## config.mk

```make
export PLATFORM = sky130hd
export DESIGN_NAME = time_set_ctrl_flat
export DESIGN_NICKNAME = d
export VERILOG_FILES = /design/src/rtl/time_set_if.sv /design/src/rtl/time_set_ctrl.sv /design/src/flat_wrapper.sv
export SDC_FILE = /design/constraint.sdc
export NUM_CORES = 1
export LEC_CHECK = 0
export CORE_AREA = 2 2 41 81
export CTS_CLUSTER_SIZE = 12
export DETAILED_ROUTE_END_ITERATION = 16
export DIE_AREA = 0 0 43 83
export GPL_ROUTABILITY_DRIVEN = 0
export PLACE_DENSITY = 0.71
export SYNTH_ARGS = -nofsm -noshare
export SYNTH_HDL_FRONTEND = slang
export SYNTH_SLANG_ARGS = --single-unit
```

## constraint.sdc

```tcl
create_clock -name clk_in -period 1.8 [get_ports clk_in]
set_clock_uncertainty 0.05 [all_clocks]
set_input_delay 0.18 -clock clk_in [delete_from_list [all_inputs] [get_ports clk_in]]
set_output_delay 0.18 -clock clk_in [all_outputs]
set_load 0.01 [all_outputs]
```

## src/rtl/time_set_if.sv

```systemverilog
// Button, tick and display bundle for time_set_ctrl.
// master: the side that drives the buttons and the tick and reads the display.
// slave:  the time-keeping controller.
interface time_set_if;
  logic       mode_pb;
  logic       inc_pb;
  logic       tick_1hz;
  logic [4:0] hours;
  logic [5:0] minutes;
  logic [5:0] seconds;
  logic [1:0] mode;
  logic       blink;

  modport master (
    output mode_pb, inc_pb, tick_1hz,
    input  hours, minutes, seconds, mode, blink
  );

  modport slave (
    input  mode_pb, inc_pb, tick_1hz,
    output hours, minutes, seconds, mode, blink
  );
endinterface

```

## src/rtl/time_set_ctrl.sv

```systemverilog
// time_set_ctrl: 24-hour clock that runs from a 1 Hz tick and can be set
// with two debounced buttons (mode, increment).
// Mode cycles RUN -> SET_HR -> SET_MIN -> RUN. While a field is being set,
// timekeeping is frozen and the tick only toggles the blink strobe.
// Optional macro AUTO_REPEAT_EN: a held increment button repeats once per
// tick after two full ticks of holding (SET_HR / SET_MIN only).
module time_set_ctrl #(
  parameter int unsigned RESET_HOUR = 12
) (
  input  logic        clk_in,
  input  logic        rst_n,
  time_set_if.slave   bus
);

  typedef enum logic [1:0] {
    ST_RUN     = 2'b00,
    ST_SET_HR  = 2'b01,
    ST_SET_MIN = 2'b10,
    ST_ILLEGAL = 2'b11
  } state_t;

  logic [1:0] mode_sync;
  logic [1:0] inc_sync;
  logic       mode_prev;
  logic       inc_prev;
  logic       mode_ev;
  logic       inc_ev;
  logic       inc_held;
  logic       rep_inc;

  state_t     state_q, state_n;
  logic [4:0] hours_q, hours_n;
  logic [5:0] min_q,   min_n;
  logic [5:0] sec_q,   sec_n;
  logic       blink_q, blink_n;

  // Two-flop synchronizers plus previous-value flops for rising-edge detection
  always_ff @(posedge clk_in or negedge rst_n) begin
    if (!rst_n) begin
      mode_sync <= '0;
      inc_sync  <= '0;
      mode_prev <= 1'b0;
      inc_prev  <= 1'b0;
    end else begin
      mode_sync <= {mode_sync[0], bus.mode_pb};
      inc_sync  <= {inc_sync[0],  bus.inc_pb};
      mode_prev <= mode_sync[1];
      inc_prev  <= inc_sync[1];
    end
  end

  assign mode_ev  = mode_sync[1] & ~mode_prev;
  assign inc_ev   = inc_sync[1]  & ~inc_prev;
  assign inc_held = inc_sync[1];

`ifdef AUTO_REPEAT_EN
  logic [1:0] rep_cnt_q;

  // Count full ticks while inc is held in a set state; saturates at two
  always_ff @(posedge clk_in or negedge rst_n) begin
    if (!rst_n) begin
      rep_cnt_q <= '0;
    end else if (!inc_held || mode_ev ||
                 !(state_q == ST_SET_HR || state_q == ST_SET_MIN)) begin
      rep_cnt_q <= '0;
    end else if (bus.tick_1hz && rep_cnt_q != 2'd2) begin
      rep_cnt_q <= rep_cnt_q + 2'd1;
    end
  end

  assign rep_inc = bus.tick_1hz & inc_held & (rep_cnt_q == 2'd2);
`else
  assign rep_inc = 1'b0 & inc_held;
`endif

  // State and time registers
  always_ff @(posedge clk_in or negedge rst_n) begin
    if (!rst_n) begin
      state_q <= ST_RUN;
      hours_q <= 5'(RESET_HOUR);
      min_q   <= '0;
      sec_q   <= '0;
      blink_q <= 1'b0;
    end else begin
      state_q <= state_n;
      hours_q <= hours_n;
      min_q   <= min_n;
      sec_q   <= sec_n;
      blink_q <= blink_n;
    end
  end

  // Next-state, timekeeping and edit logic; a mode event wins over inc,
  // while a coincident tick is applied in the pre-transition state
  always_comb begin
    state_n = state_q;
    hours_n = hours_q;
    min_n   = min_q;
    sec_n   = sec_q;
    blink_n = blink_q;

    case (state_q)
      ST_RUN: begin
        blink_n = 1'b0;
        if (bus.tick_1hz) begin
          if (sec_q == 6'd59) begin
            sec_n = '0;
            if (min_q == 6'd59) begin
              min_n   = '0;
              hours_n = (hours_q == 5'd23) ? 5'd0 : hours_q + 5'd1;
            end else begin
              min_n = min_q + 6'd1;
            end
          end else begin
            sec_n = sec_q + 6'd1;
          end
        end
        if (mode_ev) begin
          state_n = ST_SET_HR;
        end
      end

      ST_SET_HR: begin
        if (bus.tick_1hz) begin
          blink_n = ~blink_q;
        end
        if (mode_ev) begin
          state_n = ST_SET_MIN;
          blink_n = 1'b0;
        end else if (inc_ev || rep_inc) begin
          hours_n = (hours_q == 5'd23) ? 5'd0 : hours_q + 5'd1;
        end
      end

      ST_SET_MIN: begin
        if (bus.tick_1hz) begin
          blink_n = ~blink_q;
        end
        if (mode_ev) begin
          state_n = ST_RUN;
          blink_n = 1'b0;
          sec_n   = '0;
        end else if (inc_ev || rep_inc) begin
          min_n = (min_q == 6'd59) ? 6'd0 : min_q + 6'd1;
        end
      end

      default: begin
        state_n = ST_RUN;
        blink_n = 1'b0;
      end
    endcase
  end

  assign bus.hours   = hours_q;
  assign bus.minutes = min_q;
  assign bus.seconds = sec_q;
  assign bus.mode    = state_q;
  assign bus.blink   = blink_q;

endmodule

```

## src/flat_wrapper.sv

```systemverilog
// flat-port wrapper written by rule: the top's interface ports become plain ports
module time_set_ctrl_flat 
#(
  parameter int unsigned RESET_HOUR = 12
)
  (clk_in, rst_n, bus_mode_pb, bus_inc_pb, bus_tick_1hz, bus_hours, bus_minutes, bus_seconds, bus_mode, bus_blink);
  time_set_if bus_i ();
  input  logic clk_in;
  input  logic rst_n;
  input wire logic [$bits(bus_i.mode_pb)-1:0] bus_mode_pb;
  input wire logic [$bits(bus_i.inc_pb)-1:0] bus_inc_pb;
  input wire logic [$bits(bus_i.tick_1hz)-1:0] bus_tick_1hz;
  output wire logic [$bits(bus_i.hours)-1:0] bus_hours;
  output wire logic [$bits(bus_i.minutes)-1:0] bus_minutes;
  output wire logic [$bits(bus_i.seconds)-1:0] bus_seconds;
  output wire logic [$bits(bus_i.mode)-1:0] bus_mode;
  output wire logic [$bits(bus_i.blink)-1:0] bus_blink;
  assign bus_i.mode_pb = bus_mode_pb;
  assign bus_i.inc_pb = bus_inc_pb;
  assign bus_i.tick_1hz = bus_tick_1hz;
  assign bus_hours = bus_i.hours;
  assign bus_minutes = bus_i.minutes;
  assign bus_seconds = bus_i.seconds;
  assign bus_mode = bus_i.mode;
  assign bus_blink = bus_i.blink;
  time_set_ctrl #(.RESET_HOUR(RESET_HOUR)) u_core (.clk_in(clk_in), .rst_n(rst_n), .bus(bus_i));
endmodule
```

# Word-level counts from Yosys, hierarchy flattened

Cells that the tools add are included.

Add/subtract/negate cells: 3
Shift operators: 0
Div/mod/pow operators: 0
Magnitude comparators: 0
Equality and inequality tests: 16
Reduce and logical (&&, ||, !) cells: 8
Muxes and demuxes: 24
Multiply operators: 0
Bitwise gates (word level): 5

Operators by type and width:

| kind                  | count |
|---|---|
| $mux W6               | 8 |
| $mux W5               | 6 |
| $pmux W6 S2           | 2 |
| $ne A2 B1 Y1 const B  | 7 |
| $add A6 B1 Y6 const B | 2 |
| $eq A6 B6 Y1 const B  | 2 |
| $pmux W5 S2           | 1 |
| $mux W2               | 3 |
| $ne A2 B2 Y1 const B  | 3 |
| $pmux W2 S3           | 1 |
| $reduce_and A3 Y1     | 2 |
| $reduce_and A6 Y1     | 1 |
| $add A5 B1 Y5 const B | 1 |
| $eq A5 B5 Y1 const B  | 1 |
| $reduce_and A5 Y1     | 1 |
| $reduce_bool A2 Y1    | 2 |
| $mux W1               | 3 |
| $ne A3 B1 Y1 const B  | 1 |
| $not A1 Y1            | 3 |
| $and A1 B1 Y1         | 2 |
| $eq A2 B1 Y1 const B  | 1 |
| $eq A2 B2 Y1 const B  | 1 |
| $logic_not A2 Y1      | 1 |
| $reduce_or A2 Y1      | 1 |

Memory bits (read-only): 0
Memories: 0
Bits in latches: 0
Input bits: 5
Register bits: 26
Logic and storage cells: 65
Output and inout port bits: 20
Memory bits (writable): 0

# Longest topological paths before layout

Gate-level depths: netlist of the first run.

Depth in word-level cells: 6
Gate-level depth with buffers: 8
Gate-level depth less buffers: 7

# Worst setup path before layout of the first run

No wires, ideal clock.

Kind: register to register
From: register u_core.state_q[0], in the netlist u_core.bus.mode[0]
To: register u_core.sec_q[3], in the netlist u_core.bus.seconds[3]
Data required time: 1.655 ns
Setup time: 0.095 ns
Buffers on the path: 1
Period minus slack after synthesis: 1.937 ns
Arrival: 1.792 ns
Cell stages (with the launch flop): 8
Setup slack: -0.137 ns
Cell sequence: dfrtp_1 -> inv_1 -> ha_1 -> nor2b_1 -> a211o_1 -> clkbuf_1 -> or2_2 -> o31ai_1

Longest elaborated chain between the ends: 3
Elaborated cells on any way between the ends: 7
Those cells by class: eq/ne (3); mux (1); reduce/logical (3)

RTL lines:

| what                                                        | RTL line             | RTL |
|---|---|---|
| start: declaration                                          | time_set_ctrl.sv:31  | `state_t state_q, state_n;` |
| start signal: assignment                                    | time_set_ctrl.sv:85  | `state_q <= state_n;` |
| $eq A2 B2 Y1 or $logic_not A2 Y1 (tied branches)            | time_set_ctrl.sv:102 | `case (state_q)` |
| $ne A2 B1 Y1 (no source line), or another cell as far along | n/a                  |  |
| $reduce_and A3 Y1 (no source line)                          | n/a                  |  |
| end signal: assignment                                      | time_set_ctrl.sv:88  | `sec_q <= sec_n;` |
| end: declaration                                            | time_set_ctrl.sv:34  | `logic [5:0] sec_q, sec_n;` |

Parallel ways exist; a longest one is shown, timed or not.
A chain may end at the register's enable or synchronous reset.

# Worst setup path after layout of the first run

From: register u_core.sec_q[0], in the netlist u_core.bus.seconds[0]
To: register u_core.hours_q[3], in the netlist u_core.bus.hours[3]

Longest elaborated chain between the ends: 3

RTL lines:

| what                               | RTL line             | RTL |
|---|---|---|
| $eq A6 B6 Y1                       | time_set_ctrl.sv:106 | `if (sec_q == 6'd59) begin` |
| $ne A2 B1 Y1 (no source line)      | n/a                  |  |
| $reduce_and A6 Y1 (no source line) | n/a                  |  |
| end signal: assignment             | time_set_ctrl.sv:80  | `hours_q <= 5'(RESET_HOUR);` |
| end signal: assignment             | time_set_ctrl.sv:86  | `hours_q <= hours_n;` |
| end: declaration                   | time_set_ctrl.sv:32  | `logic [4:0] hours_q, hours_n;` |

No other way between the ends.

==> summary.txt, run 1 <==
Die H: 83 um
synthesized net count: 137
Mapped Cells: 126
worst slack at placement: 0.00324 ns
PwrDens: 1640 nW/um2
Crit Path Class: reg -> reg
met1 Usage GRT: 19.0%
post-route setup TNS: 0 ns
P&R area growth vs syn: 44.4%
worst flop-to-flop path startpoint: u_core.bus.seconds[0]$_DFFE_PN0P_
CP Buf/Inv Count: 0
Final Non-Filler Cells: 202
hold_buf cts: 0
GRT met2 Usage: 35.0%
Netlist Area Pre-Place: 1280 um2
Hold Crit Class: in -> async
Crit path required time: 1.96 ns
largest net degree at the start of global routing: 27
initial DRC count: 25
DIE AREA: 3570 um2
Critical Path Stages: 6
antenna violations before repair: 0
startpoint types: flip-flop
Top FF cell, synth: dfrtp_1
Layout Nets: 185
CTS Sinks: 26
CTS max path bufs: 2
placed wire-length estimate: 2.29 mm
Tmin final: 1.76 ns
Leak: 0.797 nW
Final Cell Area: 1840 um2
Crit. Startpoint: u_core.bus.seconds[0]$_DFFE_PN0P_
Die Wd: 43 um
Setup violations, final: 0
CP endpoint kind: flip-flop
Synth async-reset ratio: 100%
grt met3 use: 4.13%
DR vias/cell: 5.52
CP Max Fanout: 3
power after layout: 0.00302 W
final wirelength: 3.07 mm
TritonCTS clock tree: built
Max IR drop VDD: 958 uV
worst-margin pin slew: 0.336 ns
R2R depth: 6
Most Crowded Layer GR: met2
Final Max Tran Viols: 0
final worst-path cycle share: 97.8%
Setup WS post-layout: 0.0394 ns
drt wl/cell: 15.2 um
outcome: finished, final reports clean
Antenna diodes: 0
largest stage delay on the critical path: 0.48 ns
number of flops mapped to enable cells by yosys: 0
core area: 2940 um2
slowest stage cell on the critical path: or4b_1
Routed Antenna Nets: 0
Yosys reg bits: 26
Slew HR: 77.6%
Synthesis Warnings: 0
MaxCap Viol Count: 0
I/O Buffers: 24
DRT Pass-1 Iters: 4
Root Driver: clkbuf_8
GRT Total Usage: 18.7%
# placed instances: 193
Num CTS Buffers: 3
worst skew pair latency: 0.27 ns
IO Pins: 25
routed vias: 1,115
Seq/Total Area, Yosys: 51.2%
Initial Utilization: 43.4%
share of layout cells above drive strength 1: 27.3%
delay-heaviest family, CP: simple AND/OR/NAND/NOR gates
WP data arrival: 1.92 ns
num rows: 28
Mean Syn Cell Area: 10.1 um2
H-tree Lvls: 1
DR DRC count: 0
worst-path cell chain: ha_2, and4b_1, and3_4, a41oi_2, or4b_1, nand2_1
RSZ-0062 raised after global routing: true
first-pass GRT wire length: 5.19 mm
highest-count cells in the layout ignoring fill and taps: clkdlybuf4s50_1, dfrtp_1, buf_4
vias in the first global route: 1,163
dpl cell area: 1680 um2
FMAX: 0.568 GHz
CTS clk-pin slew, worst paths: 0.08 ns
post-synth cell types: 34
grt total ovfl: 0
endpoints failing hold: 0
[cells in the mapped netlist, types with 2 or more instances]
cell type  instances  area, um2
a211o_1            2       17.5
a21o_1             2       15.0
a21oi_1            4       20.0
and3_1             3       18.8
dfrtp_1           24        601
dfstp_2            2       52.6
ha_1               6       75.1
inv_1              4       15.0
nand2_1           15       56.3
nand2b_1           4       25.0
nand3_1            6       30.0
nor2_1             9       33.8
nor2b_1            3       18.8
nor3_1             3       15.0
o21ai_0           16       80.1
o31ai_1            3       22.5
or2_2              2       12.5
xor2_1             2       17.5
[per-layer routing]
metal / routed length (um) / vias to the layer above
li1: - / 543
met1: 1130 / 543
met2: 1770 / 25
met3: 128 / 4
met4: 43 / 0
met5: 0 / -
[layout make-up]
class,count,area [um2]
inverters,4,15.0
multi-input cells,95,702
fillers,254,1100
flip-flops and latches,26,653
repair buffers,44,394
well taps,30,37.5
clock buffers,3,41.3
[flip-flops by register name (all words and copies together), names as in the netlist]
signal	flops
u_core.inc_sync	2
u_core.inc_prev	1
u_core.bus.hours	5
u_core.bus.seconds	6
u_core.mode_prev	1
u_core.mode_sync	2
u_core.bus.minutes	6
u_core.bus.mode	2
u_core.bus.blink	1
[kinds of logic (layout without fill, tap and decap cells)]
family          count (synthesis)  count (layout)  share of synthesized area (%)
buf+inv                         5              51                           1.47
mux                             1               1                          0.882
fa+ha+maj                       6               6                           5.88
compound gates                 34              34                           17.0
flops                          26              26                           51.2
xor+xnor                        2               2                           1.37
simple gates                   52              52                           22.3
[final timing paths]
check	slack (ns)	to
max in group asynchronous	1.18	u_core.bus.hours[3]$_DFFE_PN1P_
min in group clk_in	0.30	u_core.mode_sync[0]$_DFF_PN0_
worst min register to register	0.30	u_core.mode_sync[1]$_DFF_PN0_
worst min-delay path	0.22	u_core.bus.seconds[4]$_DFFE_PN0P_
worst max-delay path	0.04	u_core.bus.hours[3]$_DFFE_PN1P_
worst max register to register	0.04	u_core.bus.hours[3]$_DFFE_PN1P_
[metrics by stage]
| stage | hold slack, ns | util [%] |
|---|---|---|
| floorplan | -0.166 | - |
| global placement | 0.284 | 57.0 |
| detailed placement | 0.286 | 57.0 |
| CTS | 0.231 | 58.6 |
| global route | 0.260 | 62.6 |
| finish | 0.222 | 62.6 |
[timing repair]
action	CTS	global route
gates resized for setup	1	19
hold endpoints to repair	0	0
pin swaps	0	4
setup endpoints to repair	2	13
buffers inserted	0	6
[worst reg2reg max path: stages (launching register included)]
cell     delay, ns
dfrtp_1       0.38
ha_2          0.18
and4b_1       0.22
and3_4        0.20
a41oi_2       0.11
or4b_1        0.48
nand2_1       0.09
[power by group]
group / leakage (nW) / internal, W / switching (W)
registers: 0.311 / 0.000765 / 0.000176
logic: 0.464 / 0.000947 / 0.000806
clock network: 0.0216 / 0.000150 / 0.000172
Note: power is estimated with default switching activity, not from simulation.
==> inputs of run 2 (changes only) <==
Settings changed: CELL_PAD_IN_SITES_DETAIL_PLACEMENT from default to 1, CELL_PAD_IN_SITES_GLOBAL_PLACEMENT from default to 2, CORE_AREA 2 2 41 81 to 2 2 51 101, DIE_AREA 0 0 43 83 to 0 0 53 103, PLACE_DENSITY 0.71 to default, PLACE_DENSITY_LB_ADDON from default to 0.1.
==> summary.txt, run 2 (same netlist as run 1, synthesis figures left out) <==
Max IR drop VDD: 660 uV
R2R Setup Slk: 0.05 ns
antenna violations before repair: 0
worst flop-to-flop path startpoint: u_core.bus.seconds[1]$_DFFE_PN0P_
Layout Nets: 189
Final Max Tran Viols: 0
largest net degree at the start of global routing: 27
drt wl/cell: 13.8 um
Initial Utilization: 27.0%
PwrDens: 1580 nW/um2
IO Pins: 25
final worst-path cycle share: 97.0%
DR DRC count: 0
DRT Pass-1 Iters: 4
Crit path required time: 1.96 ns
first-pass GRT wire length: 5.47 mm
fillcell total: 536
startpoint types: flip-flop
R2R depth: 6
post-route setup TNS: 0 ns
I/O Buffers: 24
Slew HR: 75.5%
Final Cell Area: 1890 um2
H-tree Lvls: 1
Leak: 0.808 nW
vias in the first global route: 1,126
final wirelength: 3.23 mm
Hold Crit Class: in -> async
FMAX: 0.573 GHz
DIE AREA: 5460 um2
share of layout cells above drive strength 1: 28.2%
Die Wd: 53 um
Root Driver: clkbuf_8
highest-count cells in the layout ignoring fill and taps: clkdlybuf4s50_1, buf_4, dfrtp_1
MaxCap Viol Count: 0
Setup violations, final: 0
grt total ovfl: 0
CP Max Fanout: 3
worst-margin pin slew: 0.367 ns
WP data arrival: 1.91 ns
hold_buf cts: 0
CTS max path bufs: 2
CTS clk-pin slew, worst paths: 0.09 ns
Num CTS Buffers: 3
Worst R2R End: u_core.bus.hours[3]$_DFFE_PN1P_
endpoints failing hold: 0
Tmin final: 1.75 ns
CP endpoint kind: flip-flop
CTS Sinks: 26
P&R area growth vs syn: 48.1%
GRT Total Usage: 13.5%
outcome: finished, final reports clean
routed vias: 1,106
initial DRC count: 2
worst skew pair latency: 0.27 ns
RSZ-0062 raised after global routing: true
DR vias/cell: 4.73
TritonCTS clock tree: built
placed wire-length estimate: 2.42 mm
dpl cell area: 1760 um2
Antenna diodes: 0
Routed Antenna Nets: 0
Die H: 103 um
num rows: 36
core area: 4730 um2
Crit Path Class: reg -> reg
## run 2: cell count changes in the layout (fill, tap and decap cells not counted), sizes merged
cell	change
buf	+4
clkbuf	+1
## run 2: per-stage QoR
step                hold slack [ns]  util [%]  setup WS [ns]  power, W  cells
floorplan                    -0.166         -        -0.0503   0.00171    126
global placement              0.284      37.3         0.0146   0.00252    227
detailed placement            0.288      37.3        -0.0169   0.00256    227
CTS                           0.236      38.8         0.0179   0.00296    232
global route                  0.244      40.0        -0.0518   0.00328    234
finish                        0.225      40.0         0.0537   0.00299    234
## run 2: layout make-up
class,instances,area (um2),share of cell area [%]
repair buffers,48,420,22.2
clock buffers,4,45.0,2.38
flip-flops and latches,26,653,34.5
multi-input cells,95,686,36.3
inverters,4,15.0,0.794
well taps,57,71.3,3.77
## run 2: layer usage
metal	wire length (um)	share of wire (%)	GRT usage [%]	up-vias
met4	38	1.2	5.33	0
met5	0	0	0	-
met2	1740	54	22.8	13
met1	1390	43	17.3	541
li1	-	-	-	550
met3	60	1.9	1.30	2
## run 2: worst max path at each step
stage,from,to
2_1_floorplan,u_core.bus.seconds[0]$_DFFE_PN0P_,u_core.bus.hours[3]$_DFFE_PN1P_
3_3_place_gp,bus_tick_1hz,u_core.bus.seconds[3]$_DFFE_PN0P_
3_5_place_dp,u_core.bus.mode[0]$_DFFE_PN0P_,u_core.bus.seconds[4]$_DFFE_PN0P_
4_1_cts,u_core.bus.seconds[1]$_DFFE_PN0P_,u_core.bus.minutes[5]$_DFFE_PN0P_
5_1_grt,u_core.bus.seconds[1]$_DFFE_PN0P_,u_core.bus.minutes[2]$_DFFE_PN0P_
6_report,u_core.bus.seconds[1]$_DFFE_PN0P_,u_core.bus.hours[3]$_DFFE_PN1P_
## run 2: report_power, final
part           total, W  internal (W)  switching (W)
registers      0.000917      0.000764       0.000153
clock network  0.000340      0.000158       0.000181
logic           0.00173      0.000933       0.000798
total           0.00299       0.00186        0.00113
## run 2: critical path: stages, from the launching register on
cell and delay [ns]:
dfrtp_1 0.36, ha_2 0.17, and4b_1 0.24, and3_4 0.20, a41oi_2 0.10, or4b_1 0.48
nand2_1 0.08
## run 2: timing repair
item,in CTS,in global routing
pin swaps,1,5
setup buffers,1,2
setup endpoints to repair,6,10
resized for setup,2,15
==> inputs of run 3 (changes only) <==
Settings changed: SKIP_CTS_REPAIR_TIMING from default to 1.
==> summary.txt, run 3 (same netlist as run 1, synthesis figures left out) <==
I/O Buffers: 24
share of layout cells above drive strength 1: 30.3%
CTS clk-pin slew, worst paths: 0.09 ns
routed vias: 1,116
WP data arrival: 1.94 ns
antenna violations before repair: 0
Slew HR: 77.3%
worst flop-to-flop path startpoint: u_core.bus.mode[0]$_DFFE_PN0P_
Initial Utilization: 27.0%
DR DRC count: 0
initial DRC count: 2
Crit Path Class: reg -> reg
vias in the first global route: 1,124
placed wire-length estimate: 2.42 mm
PwrDens: 1590 nW/um2
Hold Crit Class: in -> async
GRT Total Usage: 13.5%
Clock power frac: 11.0%
Crit path required time: 1.96 ns
Comb pwr share: 59.0%
outcome: finished, final reports clean
RSZ-0062 raised after global routing: true
first-pass GRT wire length: 5.49 mm
Root Driver: clkbuf_8
startpoint types: flip-flop
CP endpoint kind: flip-flop
fillcell total: 533
Max IR drop VDD: 672 uV
Layout Nets: 190
CTS max path bufs: 2
CTS Sinks: 26
R2R depth: 7
MaxCap Viol Count: 0
Num CTS Buffers: 3
Final Max Tran Viols: 0
grt total ovfl: 0
worst-margin pin slew: 0.341 ns
num rows: 36
Routed Antenna Nets: 0
IO Pins: 25
Tmin final: 1.78 ns
Antenna diodes: 0
final wirelength: 3.29 mm
highest-count cells in the layout ignoring fill and taps: clkdlybuf4s50_1, buf_4, dfrtp_1
CP Max Fanout: 3
internal power: 0.00191 W
Sw Ratio: 37.7%
NetSw: 0.00116 W
largest net degree at the start of global routing: 27
final worst-path cycle share: 98.7%
Die Wd: 53 um
worst slack at placement: -0.0169 ns
DR vias/cell: 4.75
R2R Setup Slk: 0.02 ns
Leak: 0.822 nW
TritonCTS clock tree: built
P&R area growth vs syn: 51.1%
worst skew pair latency: 0.26 ns
post-route setup TNS: 0 ns
DRT Pass-1 Iters: 3
core area: 4730 um2
Setup WS post-layout: 0.0225 ns
DIE AREA: 5460 um2
H-tree Lvls: 1
endpoints failing hold: 0
FMAX: 0.563 GHz
Setup violations, final: 0
Die H: 103 um
drt wl/cell: 14.0 um
Worst R2R End: u_core.bus.hours[3]$_DFFE_PN1P_
sequential group share of total power: 29.9%
-- run 3: cell count changes in the layout (fill, tap and decap cells not counted) --
cell     delta
nor4b_2     -1
o31ai_2     +1
buf_12      +1
and4b_2     +1
and4b_1     -1
o21ai_1     -2
nor2b_2     +1
nor4b_4     +1
nor2b_1     -1
o31ai_1     -1
o21ai_0     +2
-- run 3: worst max path at each step --
stage	start	to	slack, ns	cells past startpoint
after global routing	u_core.bus.seconds[1]$_DFFE_PN0P_	u_core.bus.minutes[2]$_DFFE_PN0P_	-0.06	6
after floorplan	u_core.bus.seconds[0]$_DFFE_PN0P_	u_core.bus.hours[3]$_DFFE_PN1P_	-0.05	6
final	u_core.bus.mode[0]$_DFFE_PN0P_	u_core.bus.hours[3]$_DFFE_PN1P_	0.02	7
after CTS	u_core.bus.mode[1]$_DFFE_PN0P_	u_core.bus.hours[3]$_DFFE_PN1P_	-0.08	6
after global placement	bus_tick_1hz	u_core.bus.seconds[3]$_DFFE_PN0P_	0.01	5
after detailed placement	u_core.bus.mode[0]$_DFFE_PN0P_	u_core.bus.seconds[4]$_DFFE_PN0P_	-0.02	8
-- run 3: power groups by stage --
stage | Clock [W] | Sequential (W) | Combinational, W
detailed placement | 0 | 0.000934 | 0.00162
global route | 0.000387 | 0.000954 | 0.00202
global placement | 0 | 0.000929 | 0.00159
CTS | 0.000367 | 0.000923 | 0.00164
floorplan | 0 | 0.00104 | 0.000672
finish | 0.000339 | 0.000918 | 0.00181
-- run 3: metrics by stage --
stage | hold WS [ns] | cells | power (W) | utilization (%) | instance area (um2)
2_1_floorplan | -0.166 | 126 | 0.00171 | - | 1300
3_3_place_gp | 0.284 | 227 | 0.00252 | 37.3 | 1760
3_5_place_dp | 0.288 | 227 | 0.00256 | 37.3 | 1760
4_1_cts | 0.236 | 231 | 0.00293 | 38.3 | 1810
5_1_grt | 0.244 | 235 | 0.00336 | 40.8 | 1930
6_report | 0.225 | 235 | 0.00307 | 40.8 | 1930
-- run 3: metal layers --
| layer | up-vias | share of wire, % | global-route usage, % | routed length [um] |
|---|---|---|---|---|
| li1 | 552 | - | - | - |
| met1 | 547 | 42 | 17.4 | 1390 |
| met2 | 15 | 55 | 22.8 | 1800 |
| met3 | 2 | 1.9 | 1.30 | 64 |
| met4 | 0 | 1.2 | 5.33 | 38 |
| met5 | - | 0 | 0 | 0 |
-- run 3: area by class of cell --
class | instances | area, um2 | area share, %
inverter | 4 | 15.0 | 0.779
tap | 57 | 71.3 | 3.70
multi-input combinational | 95 | 703 | 36.5
sequential | 26 | 653 | 33.9
timing repair buffer | 49 | 440 | 22.8
clock buffer | 4 | 45.0 | 2.34
-- run 3: critical path: stages, from the launching register on --
cell     delay (ns)
dfrtp_1        0.38
inv_2          0.08
ha_4           0.18
buf_12         0.12
nor4b_4        0.28
a41oi_2        0.07
or4b_1         0.48
nand2_1        0.08
